## src/rtl/temporizador_jogada.sv

```systemverilog
// Round timer: counts down a per-round budget in prescaler ticks, drives the
// prescaler clear/enable, and ends the round on player action or timeout.
module temporizador_jogada #(
  parameter int LIMITE = 10,
  parameter int ALERTA = 3,
  parameter int W      = 4
) (
  input  logic         clock,
  input  logic         reset,
  input  logic         iniciar,
  input  logic         pausar,
  input  logic         jogada,
  input  logic         tick,
  output logic         zera_contador,
  output logic         conta_contador,
  output logic [W-1:0] tempo_restante,
  output logic         alerta,
  output logic         timeout,
  output logic         pronto,
  output logic [2:0]   db_estado
);

  typedef enum logic [2:0] {
    OCIOSO    = 3'd0,
    PREPARA   = 3'd1,
    CONTANDO  = 3'd2,
    PAUSADO   = 3'd3,
    ESGOTADO  = 3'd4,
    CONCLUIDO = 3'd5
  } estado_t;

  localparam logic [W-1:0] LIM_W = W'(LIMITE);
  localparam logic [W-1:0] ALR_W = W'(ALERTA);
  localparam logic [W-1:0] UM_W  = W'(1);

  estado_t        estado_q, estado_d;
  logic [W-1:0]   tempo_q,  tempo_d;

  always_ff @(posedge clock) begin
    if (reset) begin
      estado_q <= OCIOSO;
      tempo_q  <= LIM_W;
    end else begin
      estado_q <= estado_d;
      tempo_q  <= tempo_d;
    end
  end

  // Every entry into PREPARA reloads the budget, whichever state it comes from.
  always_comb begin
    estado_d = estado_q;
    tempo_d  = tempo_q;
    case (estado_q)
      OCIOSO: begin
        if (iniciar) begin
          estado_d = PREPARA;
          tempo_d  = LIM_W;
        end
      end
      PREPARA: estado_d = CONTANDO;
      CONTANDO: begin
        if (iniciar) begin
          estado_d = PREPARA;
          tempo_d  = LIM_W;
        end else if (jogada) begin
          estado_d = CONCLUIDO;
        end else if (pausar) begin
          estado_d = PAUSADO;
        end else if (tick) begin
          if (tempo_q > UM_W) begin
            tempo_d = tempo_q - UM_W;
          end else begin
            tempo_d  = '0;
            estado_d = ESGOTADO;
          end
        end
      end
      PAUSADO: begin
        if (iniciar) begin
          estado_d = PREPARA;
          tempo_d  = LIM_W;
        end else if (jogada) begin
          estado_d = CONCLUIDO;
        end else if (!pausar) begin
          estado_d = CONTANDO;
        end
      end
      ESGOTADO, CONCLUIDO: begin
        if (iniciar) begin
          estado_d = PREPARA;
          tempo_d  = LIM_W;
        end
      end
      default: estado_d = OCIOSO;
    endcase
  end

  // Moore outputs: decoded only from registered state and count.
  always_comb begin
    zera_contador  = (estado_q == OCIOSO) || (estado_q == PREPARA);
    conta_contador = (estado_q == CONTANDO);
    alerta         = ((estado_q == CONTANDO) || (estado_q == PAUSADO)) &&
                     (tempo_q != '0) && (tempo_q <= ALR_W);
    timeout        = (estado_q == ESGOTADO);
    pronto         = (estado_q == CONCLUIDO);
    tempo_restante = tempo_q;
    db_estado      = estado_q;
  end

endmodule

```

## config.mk

```make
export PLATFORM = sky130hd
export DESIGN_NAME = temporizador_jogada
export DESIGN_NICKNAME = d
export VERILOG_FILES = /design/src/rtl/temporizador_jogada.sv
export SDC_FILE = /design/constraint.sdc
export NUM_CORES = 1
export LEC_CHECK = 0
export BUFFER_PORTS_ARGS = -buffer_cell sky130_fd_sc_hd__buf_4
export CAP_MARGIN = 25
export CORE_AREA = 2 2 39 41
export DETAILED_ROUTE_END_ITERATION = 16
export DIE_AREA = 0 0 41 43
export PLACE_DENSITY = 0.68
export SETUP_SLACK_MARGIN = 0.15
export SLEW_MARGIN = 40
export SYNTH_ARGS = -nofsm -noshare
export SYNTH_HDL_FRONTEND = slang
export SYNTH_SLANG_ARGS = --single-unit
```

## constraint.sdc

```tcl
create_clock -name clock -period 2.4 [get_ports clock]
set_clock_uncertainty 0.15 [all_clocks]
set_input_delay 0.36 -clock clock [delete_from_list [all_inputs] [get_ports clock]]
set_output_delay 0.36 -clock clock [all_outputs]
set_load 0.02 [all_outputs]
```

==> flow_summary_export.csv <==
group,metric,value,unit
timing,rsz0062_at_grt,"no",
clock_tree,cts_sinks,7,
final_layout,fillers,130,
power,netSwitchingFraction,36.30,%
placement,port_buffers,17,
grt,busiest_layer,"met2",
setup_path,cp.required,1.89,ns
grt,antenna_found_initial,0,
setup_path,cp.buffers_inverters,2,
routing,wl,1.376,mm
floorplanning,placementRows,14,
power,power_density,541.2,mW/mm2
clock_tree,cts_made_buffers,3,
clock_tree,cts_tree,"done",
setup_path,crit_arrival,1.53,ns
power,clock_power_share,29.0,%
floorplanning,dieWidth,41,um
timing,fmax,491.4,MHz
grt,grt_use_total,17.87,%
clock_tree,clock_latency,0.26,ns
grt,gr-usage-met1,22.51,%
final_layout,areaGrowthSynthToFinish,27.39,%
synthesis,yosysWarnings,0,
timing,finalSetupViolCount,0,
synthesis,synth-edff-count,0,
routing,vias_per_cell,5.952,
floorplanning,initial_core_util,40.60,%
final_layout,drive_above_1_share,27.27,%
power,vdd_drop_max,0.2673,mV
grt,grt_pass1_vias,540,
worst_hold_path,worstHoldStart,"reset",
power,power_leakage,0.3083,nW
synthesis,ys_seq_area_share,24.94,%
grt,grt-ovfl-total,0,
placement,dpl.hpwl,1.030,mm
timing,slew_headroom,74.42,%
timing,worst_pin_slew,0.3823,ns
floorplanning,die_area,0.001763,mm2
clock_tree,cts-hold-fix-buffers,0,
synthesis,async_flop_share,0,%
power,switchingPower,0.1406,mW
grt,grt_pass1_wl,2.208,mm
timing,slew_viol_final,0,
setup_path,worstSetupStartpointType,"flop",
synthesis,synth_cell_types,32,
synthesis,avgSynthCellArea,8.026,um2
routing,drc,0,
setup_path,timing.rr.start,"tempo_restante[0]",
setup_path,criticalPathCategory,"reg -> out",
synthesis,syn_inst,70,
timing,final.setup.tns,0,ns
floorplanning,core-area,0.001384,mm2
routing,drt_pass1_iterations,4,
grt,met2_usage,28.13,%
setup_path,cp_max_fo,11,
run_status,status,"finished, final reports clean",
timing,holdWs,0.1662,ns
setup_path,crit_start,"db_estado[1]",
clock_tree,clock-root-buffer,"clkbuf_4",
synthesis,syn_area,561.8,um2
floorplanning,die_y,43,um
setup_path,crit_chain,"or3b_2, inv_1, buf_4",
setup_path,slowest_delay,0.53,ns
clock_tree,clk_path_buf_depth,2,
routing,drt_iter0_markers,23,
clock_tree,cts.clk_slew.worst_paths,0.05,ns
power,p_int,0.2468,mW
grt,gr-usage-met3,6.283,%
synthesis,ys_ff_latch,7,
routing,num_vias,619,
clock_tree,cts_setup_buffers,0,
clock_tree,post_cts_resized,0,
synthesis,synth_flop_cell,"dfxtp_1",
timing,finalCritPeriodShare,84.79,%
power,p_comb_share,34.7,%
timing,period_minus_slack,2.035,ns
setup_path,slowest_stage,"or3b_2",
setup_path,critical_path.top_delay_family,"simple AND/OR/NAND/NOR gates",
floorplanning,design.portCount,18,
final_layout,diodes,0,
worst_hold_path,hold_class,"in -> reg",
run,drv_cap,0,
clock_tree,cts.htree.levels,1,
timing,hold_viol,0,
routing,ant_nets,0,
synthesis,syn-num-nets,79,
final_layout,nets,98,
setup_path,end_kind,"output port",
placement,gp_congestion,0.7947,
power,seqPwrFrac,36.3,%
grt,grt_max_degree,12,
routing,wl_per_cell,13.23,um
flip-flops by register name (all words and copies together) (netlist names):
name,count
tempo_restante,4
db_estado,3
layer usage:
| layer | part of all wire [%] | routed length, um |
|---|---|---|
| met5 | 0 | 0 |
| met4 | 0.58 | 8 |
| met3 | 10 | 137 |
| met2 | 51 | 705 |
| met1 | 38 | 524 |
path summary, 6_finish.rpt:
path,slack (ns),endpoint,depth (start not counted)
worst min register to register,0.39,tempo_restante[0],2
worst min-delay path,0.17,tempo_restante[0],2
worst max-delay path,0.36,conta_contador,3
worst max register to register,0.48,tempo_restante[0],6
power by group through the flow:
| stage | clock network [mW] | registers (mW) | logic (mW) |
|---|---|---|---|
| after floorplan | 0 | 0.142 | 0.0935 |
| after global routing | 0.118 | 0.142 | 0.148 |
| final | 0.112 | 0.141 | 0.134 |
| after CTS | 0.113 | 0.140 | 0.134 |
| after global placement | 0 | 0.142 | 0.133 |
| after detailed placement | 0 | 0.142 | 0.133 |
cell type report:
cell class | instances | area (um2) | share of cell area [%]
inverter | 5 | 18.77 | 2.622
multi-input combinational | 55 | 382.9 | 53.50
timing repair buffer | 17 | 127.6 | 17.83
tap | 16 | 20.02 | 2.797
clock buffer | 4 | 26.28 | 3.671
sequential | 7 | 140.1 | 19.58
stage by stage:
stage / instances / area (um2) / setup slack [ns] / util, % / total power [mW]
global placement: 100 / 689.4 / 0.4753 / 49.82 / 0.2746
finish: 104 / 715.7 / 0.3650 / 51.72 / 0.3874
floorplan: 70 / 561.8 / 0.4275 / - / 0.2353
detailed placement: 100 / 689.4 / 0.5069 / 49.82 / 0.2753
global route: 104 / 715.7 / 0.3095 / 51.72 / 0.4079
CTS: 104 / 715.7 / 0.3738 / 51.72 / 0.3865
placed cells by master (no fill, tap or decap), drive strengths merged:
cell     count
o31a         1
nand3        2
or4b         1
o21ai        4
a41oi        2
clkbuf       4
nand2b       5
or3          1
inv          5
buf         17
or3b         1
a32o         1
a2111oi      1
o22a         1
dfxtp        7
and3         1
o211ai       2
mux2i        1
ha           3
nor4         2
a211oi       2
nand2        1
or2          1
nor2         8
nor3b        1
nor3         4
a22oi        1
nor2b        3
a21oi        3
o21a         2
logic make-up after synthesis:
group	Yosys count	share of synthesized area [%]
adders and majority gates	3	6.682
and+or+nand+nor	31	31.18
DFF	7	24.94
muxes	1	1.782
AOI/OAI and AO/OA	20	28.51
buffers and inverters	8	6.903
cell usage after synthesis (2+ instances only):
| cell | count | share of area (%) |
|---|---|---|
| a41oi_1 | 2 | 3.1 |
| inv_1 | 5 | 3.3 |
| nor3_1 | 4 | 3.6 |
| o21ai_0 | 3 | 2.7 |
| nand2b_1 | 5 | 5.6 |
| dfxtp_1 | 7 | 25 |
| a21oi_1 | 3 | 2.7 |
| ha_1 | 3 | 6.7 |
| nor2b_1 | 3 | 3.3 |
| nand3_1 | 2 | 1.8 |
| o211ai_1 | 2 | 2.7 |
| nor2_1 | 8 | 5.3 |
| a211oi_1 | 2 | 2.7 |
| o21a_1 | 2 | 2.7 |
| nor4_1 | 2 | 2.2 |
Power figures use the tool's default switching activity.
